$ cat config.mk
export PLATFORM = sky130hd
export DESIGN_NAME = regfile_wb_arbiter_flat
export DESIGN_NICKNAME = d
export VERILOG_FILES = /design/src/rtl/regfile_arb_pkg.sv /design/src/rtl/regfile_wb_arbiter_if.sv /design/src/rtl/rr_arbiter.sv /design/src/rtl/regfile_wb_arbiter.sv /design/src/flat_wrapper.sv
export SDC_FILE = /design/constraint.sdc
export NUM_CORES = 1
export LEC_CHECK = 0
export BUFFER_PORTS_ARGS = -buffer_cell sky130_fd_sc_hd__buf_2
export CORE_UTILIZATION = 55
export CTS_BUF_LIST = sky130_fd_sc_hd__clkbuf_2 sky130_fd_sc_hd__clkbuf_4 sky130_fd_sc_hd__clkbuf_8
export CTS_CLUSTER_SIZE = 10
export DETAILED_ROUTE_END_ITERATION = 6
export PLACE_DENSITY = 0.9
export SYNTH_ARGS = -nofsm -noshare
export SYNTH_HDL_FRONTEND = slang
export SYNTH_SLANG_ARGS = --single-unit
export TNS_END_PERCENT = 100
$ cat constraint.sdc
create_clock -name clk -period 4.2 [get_ports clk]
set_clock_uncertainty 0.05 [all_clocks]
set_input_delay 0.84 -clock clk [delete_from_list [all_inputs] [get_ports clk]]
set_output_delay 0.84 -clock clk [all_outputs]
set_load 0.05 [all_outputs]
$ cat src/rtl/regfile_arb_pkg.sv
// rtl/regfile_arb_pkg.sv - shared widths and types for the writeback arbiter
// Contents: REG_IDX_W, DATA_W, NUM_REGS, reg_idx_t, reg_data_t.
package regfile_arb_pkg;
  localparam int REG_IDX_W = 5;
  localparam int DATA_W    = 32;
  localparam int NUM_REGS  = 32;

  typedef logic [REG_IDX_W-1:0] reg_idx_t;
  typedef logic [DATA_W-1:0]    reg_data_t;
endpackage

$ cat src/rtl/regfile_wb_arbiter_if.sv
// rtl/regfile_wb_arbiter_if.sv - writeback requester bus (NUM_REQ sources)
// Signals: req_valid[NUM_REQ], req_ready[NUM_REQ] (one-hot grant),
//          req_index[NUM_REQ*5] (slice i = [5i+4:5i]), req_data[NUM_REQ*32].
// Modports: master (writeback sources), slave (arbiter).
interface regfile_wb_arbiter_if #(
  parameter int NUM_REQ = 3
) ();
  import regfile_arb_pkg::*;

  logic [NUM_REQ-1:0]           req_valid;
  logic [NUM_REQ-1:0]           req_ready;
  logic [NUM_REQ*REG_IDX_W-1:0] req_index;
  logic [NUM_REQ*DATA_W-1:0]    req_data;

  modport master (output req_valid, output req_index, output req_data, input req_ready);
  modport slave  (input req_valid, input req_index, input req_data, output req_ready);
endinterface

$ cat src/rtl/rr_arbiter.sv
// rtl/rr_arbiter.sv - combinational round-robin grant from a request vector and pointer
// Ports: req (in, NUM_REQ), ptr (in, last granted index),
//        grant (out, one-hot or zero), grant_idx (out), grant_any (out).
module rr_arbiter #(
  parameter int NUM_REQ = 3,
  parameter int PTR_W   = $clog2(NUM_REQ)
) (
  input  logic [NUM_REQ-1:0] req,
  input  logic [PTR_W-1:0]   ptr,
  output logic [NUM_REQ-1:0] grant,
  output logic [PTR_W-1:0]   grant_idx,
  output logic               grant_any
);

  // Scan starts one past the last winner and wraps, so the last winner
  // is considered last.
  always_comb begin
    int j;
    j         = 0;
    grant     = '0;
    grant_idx = '0;
    grant_any = 1'b0;
    for (int k = 1; k <= NUM_REQ; k++) begin
      j = (int'(ptr) + k) % NUM_REQ;
      if (!grant_any && req[j]) begin
        grant[j]  = 1'b1;
        grant_idx = PTR_W'(j);
        grant_any = 1'b1;
      end
    end
  end

endmodule

$ cat src/rtl/regfile_wb_arbiter.sv
// rtl/regfile_wb_arbiter.sv - round-robin register-file write port arbiter with RAW scoreboard
// Ports: clk, reset (sync, active-high); wb (requester bus, slave modport);
//        rf_write_en/index/data (registered write port); rsv_valid/rsv_index/rsv_ready
//        (dest reservation); q_index1/2 -> q_busy1/2 (pending-write queries).
// Option REGFILE_ARB_BYPASS_EN adds q_byp_valid1/2 and q_byp_data1/2 so a query
// that hits the final committing write sees the data instead of busy.
module regfile_wb_arbiter
  import regfile_arb_pkg::*;
#(
  parameter int NUM_REQ = 3,
  parameter int CNT_W   = 2
) (
  input  logic      clk,
  input  logic      reset,
  regfile_wb_arbiter_if.slave wb,
  output logic      rf_write_en,
  output reg_idx_t  rf_write_index,
  output reg_data_t rf_write_data,
  input  logic      rsv_valid,
  input  reg_idx_t  rsv_index,
  output logic      rsv_ready,
  input  reg_idx_t  q_index1,
  input  reg_idx_t  q_index2,
  output logic      q_busy1,
  output logic      q_busy2
`ifdef REGFILE_ARB_BYPASS_EN
  ,
  output logic      q_byp_valid1,
  output logic      q_byp_valid2,
  output reg_data_t q_byp_data1,
  output reg_data_t q_byp_data2
`endif
);

  localparam int PTR_W = $clog2(NUM_REQ);
  localparam logic [CNT_W-1:0] CNT_MAX = '1;
  localparam logic [CNT_W-1:0] CNT_ONE = CNT_W'(1);

  logic [PTR_W-1:0]   rr_ptr;
  logic [PTR_W-1:0]   grant_idx;
  logic [NUM_REQ-1:0] grant;
  logic               grant_any;
  reg_idx_t           sel_index;
  reg_data_t          sel_data;

  rr_arbiter #(
    .NUM_REQ (NUM_REQ),
    .PTR_W   (PTR_W)
  ) u_rr (
    .req       (wb.req_valid),
    .ptr       (rr_ptr),
    .grant     (grant),
    .grant_idx (grant_idx),
    .grant_any (grant_any)
  );

  // No transfer is accepted while reset is held.
  assign wb.req_ready = reset ? '0 : grant;

  assign sel_index = wb.req_index[grant_idx*REG_IDX_W +: REG_IDX_W];
  assign sel_data  = wb.req_data[grant_idx*DATA_W +: DATA_W];

  // Writes to x0 are accepted but never reach the register file.
  always_ff @(posedge clk) begin
    if (reset) begin
      rr_ptr         <= PTR_W'(NUM_REQ - 1);
      rf_write_en    <= 1'b0;
      rf_write_index <= '0;
      rf_write_data  <= '0;
    end else begin
      rf_write_en <= grant_any && (sel_index != '0);
      if (grant_any) begin
        rr_ptr         <= grant_idx;
        rf_write_index <= sel_index;
        rf_write_data  <= sel_data;
      end
    end
  end

  logic [CNT_W-1:0] cnt      [NUM_REGS];
  logic [CNT_W-1:0] cnt_next [NUM_REGS];
  logic             commit_to_rsv;

  // A commit in the same cycle frees a slot, so a saturated register can
  // still take a reservation then.
  assign commit_to_rsv = rf_write_en && (rf_write_index == rsv_index);
  assign rsv_ready     = (rsv_index == '0) || (cnt[rsv_index] != CNT_MAX) || commit_to_rsv;

  always_comb begin
    logic inc;
    logic dec;
    inc = 1'b0;
    dec = 1'b0;
    for (int r = 0; r < NUM_REGS; r++) begin
      inc = rsv_valid && rsv_ready && (rsv_index == reg_idx_t'(r)) && (r != 0);
      dec = rf_write_en && (rf_write_index == reg_idx_t'(r));
      cnt_next[r] = cnt[r];
      if (inc && !dec) begin
        cnt_next[r] = cnt[r] + CNT_ONE;
      end else if (dec && !inc && (cnt[r] != '0)) begin
        // Unreserved commits leave the counter at zero.
        cnt_next[r] = cnt[r] - CNT_ONE;
      end
    end
    cnt_next[0] = '0;
  end

  always_ff @(posedge clk) begin
    for (int r = 0; r < NUM_REGS; r++) begin
      if (reset) begin
        cnt[r] <= '0;
      end else begin
        cnt[r] <= cnt_next[r];
      end
    end
  end

  logic busy_raw1;
  logic busy_raw2;
  assign busy_raw1 = (q_index1 != '0) && (cnt[q_index1] != '0);
  assign busy_raw2 = (q_index2 != '0) && (cnt[q_index2] != '0);

`ifdef REGFILE_ARB_BYPASS_EN
  // The last outstanding write is on the write port now: forward it.
  logic byp_hit1;
  logic byp_hit2;
  assign byp_hit1 = rf_write_en && (rf_write_index == q_index1) && (q_index1 != '0) &&
                    (cnt[q_index1] == CNT_ONE);
  assign byp_hit2 = rf_write_en && (rf_write_index == q_index2) && (q_index2 != '0) &&
                    (cnt[q_index2] == CNT_ONE);
  assign q_busy1      = busy_raw1 && !byp_hit1;
  assign q_busy2      = busy_raw2 && !byp_hit2;
  assign q_byp_valid1 = byp_hit1;
  assign q_byp_valid2 = byp_hit2;
  assign q_byp_data1  = rf_write_data;
  assign q_byp_data2  = rf_write_data;
`else
  assign q_busy1 = busy_raw1;
  assign q_busy2 = busy_raw2;
`endif

endmodule

$ cat src/flat_wrapper.sv
// flat-port wrapper written by rule: the top's interface ports become plain ports
module regfile_wb_arbiter_flat import regfile_arb_pkg::*;
#(
  parameter int NUM_REQ = 3,
  parameter int CNT_W   = 2
)
  (clk, reset, rf_write_en, rf_write_index, rf_write_data, rsv_valid, rsv_index, rsv_ready, q_index1, q_index2, q_busy1, q_busy2, wb_req_valid, wb_req_index, wb_req_data, wb_req_ready);
  regfile_wb_arbiter_if #(.NUM_REQ(NUM_REQ)) wb_i ();
  input  logic clk;
  input  logic reset;
  output logic rf_write_en;
  output reg_idx_t rf_write_index;
  output reg_data_t rf_write_data;
  input  logic rsv_valid;
  input  reg_idx_t rsv_index;
  output logic rsv_ready;
  input  reg_idx_t q_index1;
  input  reg_idx_t q_index2;
  output logic q_busy1;
  output logic q_busy2;
  input wire logic [$bits(wb_i.req_valid)-1:0] wb_req_valid;
  input wire logic [$bits(wb_i.req_index)-1:0] wb_req_index;
  input wire logic [$bits(wb_i.req_data)-1:0] wb_req_data;
  output wire logic [$bits(wb_i.req_ready)-1:0] wb_req_ready;
  assign wb_i.req_valid = wb_req_valid;
  assign wb_i.req_index = wb_req_index;
  assign wb_i.req_data = wb_req_data;
  assign wb_req_ready = wb_i.req_ready;
  regfile_wb_arbiter #(.NUM_REQ(NUM_REQ), .CNT_W(CNT_W)) u_core (.clk(clk), .reset(reset), .wb(wb_i), .rf_write_en(rf_write_en), .rf_write_index(rf_write_index), .rf_write_data(rf_write_data), .rsv_valid(rsv_valid), .rsv_index(rsv_index), .rsv_ready(rsv_ready), .q_index1(q_index1), .q_index2(q_index2), .q_busy1(q_busy1), .q_busy2(q_busy2));
endmodule
==> impl_metrics.env, run 1 <==
export IMPL_outcome="completed"
export IMPL_mappedNetlistArea_sq_um=7146
export IMPL_setup_worst_path_class="input port to primary output"
export IMPL_cts_root_buf="sky130_fd_sc_hd__clkbuf_8"
export IMPL_layout_cell_share_with_drive_strength_beyond_1_pct=23.55
export IMPL_detail_route_drc_violations=0
export IMPL_design_power_total_mw=4.656
export IMPL_regArea_sq_um=2042
export IMPL_fin_crit_ps=3760
export IMPL_cts_hold_buffers_added=0
export IMPL_syn_to_final_growth_pct=16.00
export IMPL_synth_area_leader_cell="sky130_fd_sc_hd__dfxtp_1"
export IMPL_timing_critical_path_fanout_max=19
export IMPL_ys_seq_elements=102
export IMPL_floorplan_die_area_sq_um=13450
export IMPL_fp_dieH_um=116.0
export IMPL_multi_input_comb_area_sq_um=4795
export IMPL_fill_cells=1069
export IMPL_die_width_um=116.0
export IMPL_hold_path_class="register to register"
export IMPL_synthCells=899
export IMPL_layout_nets=1163
export IMPL_layout_cells_most_common_list="sky130_fd_sc_hd__buf_2 (174), sky130_fd_sc_hd__nor2_1 (111), sky130_fd_sc_hd__dfxtp_1 (102)"
export IMPL_vias=7605
export IMPL_initial_cell_density_of_the_core_pct=56.62
export IMPL_clockBufferDepth=2
export IMPL_synth_cell_types=61
export IMPL_unrepaired_setup_endpoints_after_global_routing="no"
export IMPL_setup_worst_path_end_class="primary output"
export IMPL_pin_count_of_the_biggest_net_entering_global_routing=103
export IMPL_synth_yosys_warnings=0
export IMPL_main_area_contributors_after_synthesis="sky130_fd_sc_hd__dfxtp_1 (29%), sky130_fd_sc_hd__mux4_2 (6.0%), sky130_fd_sc_hd__nor2_1 (5.9%), sky130_fd_sc_hd__mux2i_1 (5.6%), sky130_fd_sc_hd__a21oi_1 (5.5%)"
export IMPL_antenna_found_initial=0
export IMPL_final_min_period_over_clock_period_pct=89.52
export IMPL_num_antenna_cells=0
export IMPL_cts_repair_resized=0
export IMPL_final_hold_violation_count=0
export IMPL_worst_endpoint_required_ps=3310
export IMPL_top_level_ports=176
export IMPL_post_cts_buffers=0
export IMPL_clk_transition_reported_paths_ps=90
export IMPL_most_common_cell_after_layout_fill_and_taps_aside="sky130_fd_sc_hd__buf_2"
export IMPL_crit_arrival_ps=2870
export IMPL_cts_made_buffers=9
export IMPL_power_per_cell_area_nw_per_um2=561.7
export IMPL_synth_fp_nets=1035
export IMPL_max_capacitance_violation_total=0
export IMPL_slew_headroom_pct=26.44
export IMPL_cts_sinks=102
export IMPL_grt_usage_pct=31.66
export IMPL_slew_viol_final=0
export IMPL_drt_pre_antenna_iters=6
export IMPL_synth_seq_area_share_pct=28.58
export IMPL_vdd_drop_max_mv=0.4939
export IMPL_cts_htree_levels=3
export IMPL_grt_overflow_total=0
export IMPL_post_synth_cell_area_avg_sq_um=7.948
export IMPL_via_per_inst=6.316
export IMPL_grt_first_pass_wirelength_um=33330
export IMPL_first_global_vias=6982
export IMPL_coreArea_sq_um=12620
export IMPL_power_static_leakage_nw=3.161
export IMPL_routed_wl_um=21040
export IMPL_gp_congestion=0.9764
export IMPL_synth_top_flop_cell="sky130_fd_sc_hd__dfxtp_1"
export IMPL_count_of_standard_cell_rows=41
export IMPL_clock_tree_from_tritoncts="built"
export IMPL_setup_worst_path_start_class="input port"
export IMPL_max_freq_ghz=0.2660
export IMPL_portBuffers=175
export IMPL_synth_edf_count=0
export IMPL_detail_route_iter0_violations=729
export IMPL_setup_violations=0
export IMPL_detail_route_wl_per_cell_um=17.48
export IMPL_place_detailed_hpwl_um=15400
export IMPL_worst_slew_pin_slew_ps=1103
export IMPL_clk_insertion_delay_late_ps=400
export IMPL_synthDominantCellAreaShare_pct=28.58
export IMPL_antenna_violating_nets_post_route=0
export IMPL_postSynth_asyncResetShare_pct=0
export IMPL_tns_ps=0
## flip-flops by register name, indices dropped and copies added, names as in the netlist
signal / flops
u_core.rf_write_data: 32
u_core.rr_ptr: 2
u_core.rf_write_index: 5
u_core.cnt: 62
u_core.rf_write_en: 1
## through the flow
stage / util (%) / setup slack (ps) / hold WS, ps / cells / instance area, sq um
2_1_floorplan: - / 456.6 / 420.3 / 899 / 7146
3_3_place_gp: 63.67 / 489.3 / 385.2 / 1188 / 8035
3_5_place_dp: 63.67 / 346.2 / 391.3 / 1188 / 8035
4_1_cts: 65.69 / 454.7 / 404.9 / 1204 / 8289
5_1_grt: 65.69 / 298.8 / 423.4 / 1204 / 8289
6_report: 65.69 / 440.0 / 404.9 / 1204 / 8289
## final timing paths
check / cells after the start / slack, ps / to / startpoint
max: 8 / 440 / rsv_ready / rsv_index[0]
min: 2 / 400 / u_core.rf_write_data[6] / u_core.rf_write_data[6]
max reg2reg: 8 / 1020 / u_core.rf_write_data[10] / u_core.rr_ptr[0]
min reg2reg: 2 / 400 / u_core.rf_write_data[6] / u_core.rf_write_data[6]
## per-layer routing
metal	wire, um	GRT usage, %	up-vias	share of wire, %
li1	-	-	3632	-
met1	8340	37.89	3473	40
met2	9980	53.45	431	47
met3	2068	8.839	69	9.8
met4	653	12.99	0	3.1
met5	0	0	-	0
## cell type report
class	instances	area share (%)
flip-flops and latches	102	24.63
well taps	172	2.596
repair buffers	185	11.50
clock inverters	6	1.404
multi-input cells	721	57.84
clock buffers	10	1.660
inverters	8	0.3623
## logic make-up (layout without fill, tap and decap cells)
group,after synthesis,count (layout),synth area share [%]
multiplexers,65,65,12.54
buffers and inverters,76,209,4.658
AND/OR/NAND/NOR,324,324,21.99
AO/OA/AOI/OAI,311,311,29.45
XOR/XNOR,17,17,2.084
adder cells (fa/ha/maj),4,4,0.7004
flip-flops,102,102,28.58
## synth_stat cells (19+ instances only)
cell type                  count
sky130_fd_sc_hd__a211o_1      24
sky130_fd_sc_hd__a211oi_1     40
sky130_fd_sc_hd__a21oi_1      79
sky130_fd_sc_hd__clkbuf_1     51
sky130_fd_sc_hd__dfxtp_1     102
sky130_fd_sc_hd__mux2i_1      40
sky130_fd_sc_hd__mux4_2       19
sky130_fd_sc_hd__nand2_1      61
sky130_fd_sc_hd__nand2b_1     32
sky130_fd_sc_hd__nor2_1      112
sky130_fd_sc_hd__nor3_1       40
sky130_fd_sc_hd__o21a_1       24
sky130_fd_sc_hd__o21ai_0      58
## critical path, cell delays in order
cell,delay (ps)
sky130_fd_sc_hd__buf_2,330
sky130_fd_sc_hd__buf_4,230
sky130_fd_sc_hd__mux4_2,500
sky130_fd_sc_hd__and3_1,190
sky130_fd_sc_hd__a21oi_1,230
sky130_fd_sc_hd__a211oi_4,100
sky130_fd_sc_hd__nor2_1,160
sky130_fd_sc_hd__buf_2,280
## report_power, final
| part | internal (mW) | total (mW) | switching (mW) |
|---|---|---|---|
| Clock | 0.417 | 0.780 | 0.363 |
| Combinational | 0.902 | 2.61 | 1.71 |
| Sequential | 1.13 | 1.27 | 0.140 |
| Total | 2.45 | 4.66 | 2.21 |
(Power assumes the default switching activity.)
==> run 2, diff against run 1 <==
--- a/config.mk
+++ b/config.mk
@@ -6,11 +6,13 @@
 export NUM_CORES = 1
 export LEC_CHECK = 0
 export BUFFER_PORTS_ARGS = -buffer_cell sky130_fd_sc_hd__buf_2
-export CORE_UTILIZATION = 55
+export CELL_PAD_IN_SITES_DETAIL_PLACEMENT = 0
+export CELL_PAD_IN_SITES_GLOBAL_PLACEMENT = 1
+export CORE_UTILIZATION = 41
 export CTS_BUF_LIST = sky130_fd_sc_hd__clkbuf_2 sky130_fd_sc_hd__clkbuf_4 sky130_fd_sc_hd__clkbuf_8
 export CTS_CLUSTER_SIZE = 10
 export DETAILED_ROUTE_END_ITERATION = 6
-export PLACE_DENSITY = 0.9
+export PLACE_DENSITY = 0.92
 export SYNTH_ARGS = -nofsm -noshare
 export SYNTH_HDL_FRONTEND = slang
 export SYNTH_SLANG_ARGS = --single-unit
==> run 2 against run 1 <==
- the run now ends with DRC left
- worst setup slack lost 10 ps
- via count fell by 2.2%
- final cell count rose by 4.0%
- fmax is 0.27% lower
- first-iteration DRC count fell by 21%
- sequential power is essentially flat
- clock-buffer cell count up 1
- critical endpoint unchanged
==> impl_metrics.env, run 2 (synthesis gave the netlist of run 1 again) <==
export IMPL_cts_hold_buffers_added=0
export IMPL_hold_path_class="register to register"
export IMPL_antenna_found_initial=0
export IMPL_grt_usage_pct=24.26
export IMPL_layout_cells_most_common_list="sky130_fd_sc_hd__buf_2 (174), sky130_fd_sc_hd__nor2_1 (111), sky130_fd_sc_hd__dfxtp_1 (102)"
export IMPL_reg2reg_depth=8
export IMPL_power_static_leakage_nw=3.138
export IMPL_vdd_drop_max_mv=0.4081
export IMPL_setup_worst_path_end_class="primary output"
export IMPL_vias=7435
export IMPL_most_common_cell_after_layout_fill_and_taps_aside="sky130_fd_sc_hd__buf_2"
export IMPL_slew_viol_final=0
export IMPL_clk_transition_reported_paths_ps=100
export IMPL_grt_first_pass_wirelength_um=34730
export IMPL_cts_htree_levels=3
export IMPL_syn_to_final_growth_pct=16.20
export IMPL_regArea_sq_um=2042
export IMPL_via_per_inst=5.938
export IMPL_flip_flop_count_of_the_largest_register_all_copies_and_words_added=62
export IMPL_timing_critical_path_slowest_stage_cell="sky130_fd_sc_hd__mux4_2"
export IMPL_portBuffers=175
export IMPL_fp_dieH_um=134.0
export IMPL_setup_worst_path_start_class="input port"
export IMPL_layout_nets=1164
export IMPL_timing_critical_path_fanout_max=23
export IMPL_final_hold_violation_count=0
export IMPL_detail_route_iter0_violations=573
export IMPL_fin_crit_ps=3770
export IMPL_antenna_violating_nets_post_route=0
export IMPL_setup_worst_path_class="input port to primary output"
export IMPL_violations="DRC"
export IMPL_worst_endpoint_required_ps=3310
export IMPL_setup_violations=0
export IMPL_cts_repair_resized=0
export IMPL_unrepaired_setup_endpoints_after_global_routing="no"
export IMPL_cts_root_buf="sky130_fd_sc_hd__clkbuf_8"
export IMPL_tns_ps=0
export IMPL_ff_to_ff_setup_slack_ps=1070
export IMPL_clockBufferDepth=2
export IMPL_slew_headroom_pct=47.14
export IMPL_crit_arrival_ps=2880
export IMPL_top_level_ports=176
export IMPL_final_min_period_over_clock_period_pct=89.77
export IMPL_cts_made_buffers=9
export IMPL_worst_slew_pin_slew_ps=792.9
export IMPL_clk_insertion_delay_late_ps=400
export IMPL_cts_sinks=102
export IMPL_design_power_total_mw=4.554
export IMPL_count_of_standard_cell_rows=47
export IMPL_detail_route_wl_per_cell_um=17.28
export IMPL_die_width_um=134.0
export IMPL_first_global_vias=6812
export IMPL_max_freq_ghz=0.2652
export IMPL_clock_tree_from_tritoncts="built"
export IMPL_coreArea_sq_um=16820
export IMPL_cpMostUsedCell="sky130_fd_sc_hd__buf_2"
export IMPL_outcome="finished with violations"
export IMPL_reg_largest_list="u_core.cnt x62, u_core.rf_write_data x32, u_core.rf_write_index x5"
export IMPL_holdPathStages=2
export IMPL_post_cts_buffers=0
export IMPL_drt_pre_antenna_iters=7
export IMPL_gp_congestion=0.9143
export IMPL_registers_top_by_ff_count="u_core.cnt"
export IMPL_routed_wl_um=21640
export IMPL_place_detailed_hpwl_um=16060
export IMPL_floorplan_die_area_sq_um=17960
export IMPL_initial_cell_density_of_the_core_pct=42.49
export IMPL_grt_overflow_total=0
export IMPL_crit_chain="buf_2 -> buf_4 -> mux4_2 -> o21ai_0 -> a2111oi_4 -> nor2_1 -> buf_2"
export IMPL_detail_route_drc_violations=13
export IMPL_layout_cell_share_with_drive_strength_beyond_1_pct=23.55
export IMPL_pin_count_of_the_biggest_net_entering_global_routing=74
export IMPL_num_antenna_cells=0
export IMPL_multi_input_comb_area_sq_um=4795
export IMPL_power_per_cell_area_nw_per_um2=548.5
export IMPL_slowest_delay_ps=490
export IMPL_max_capacitance_violation_total=0
export IMPL_fill_cells=1681
run 2: changes by cell type in the layout (fill, tap and decap cells not counted):
cell / delta
sky130_fd_sc_hd__clkinv_4: -1
sky130_fd_sc_hd__bufinv_16: -2
sky130_fd_sc_hd__buf_4: +1
sky130_fd_sc_hd__clkbuf_4: +1
sky130_fd_sc_hd__clkinvlp_4: +1
run 2: area by class of cell:
cell class                      count  share of cell area [%]
Clock inverter                      4                  0.6631
Sequential cell                   102                   24.59
Timing Repair Buffer              186                   11.57
Tap cell                          220                   3.315
Inverter                            8                  0.3617
Clock buffer                       11                   1.748
Multi-Input combinational cell    721                   57.75
run 2: power by group:
part	switching [mW]	total, mW	internal [mW]
clock	0.361	0.661	0.300
combinational	1.75	2.65	0.903
sequential	0.116	1.24	1.13
total	2.23	4.55	2.33
run 2: through the flow:
step / setup WS (ps) / instances / area [sq um] / hold WS [ps] / util, %
3_3_place_gp: 444.3 / 1237 / 8103 / 385.0 / 48.18
6_report: 429.7 / 1252 / 8303 / 404.2 / 49.37
5_1_grt: 161.5 / 1252 / 8303 / 425.7 / 49.37
3_5_place_dp: 335.1 / 1237 / 8103 / 394.6 / 48.18
2_1_floorplan: 456.6 / 899 / 7146 / 420.3 / -
4_1_cts: 476.9 / 1252 / 8303 / 409.5 / 49.37
run 2: path summary, 6_finish.rpt:
| check | startpoint | end |
|---|---|---|
| max | rsv_index[1] | rsv_ready |
| min | u_core.rf_write_data[9] | u_core.rf_write_data[9] |
| max reg2reg | u_core.rr_ptr[0] | u_core.rf_write_data[2] |
| min reg2reg | u_core.rf_write_data[9] | u_core.rf_write_data[9] |
run 2: layer usage:
metal	wire [um]	vias up	GRT usage (%)
met5	0	-	0
met4	344	0	5.930
met3	1839	30	6.160
met2	10250	318	40.64
met1	9199	3460	31.11
li1	-	3627	-
run 2: worst max-delay path, delay by kind of cell:
family	cells	cell delay (ps)
mux	1	490
compound gates	2	390
buf+inv	3	970
simple gates	1	170
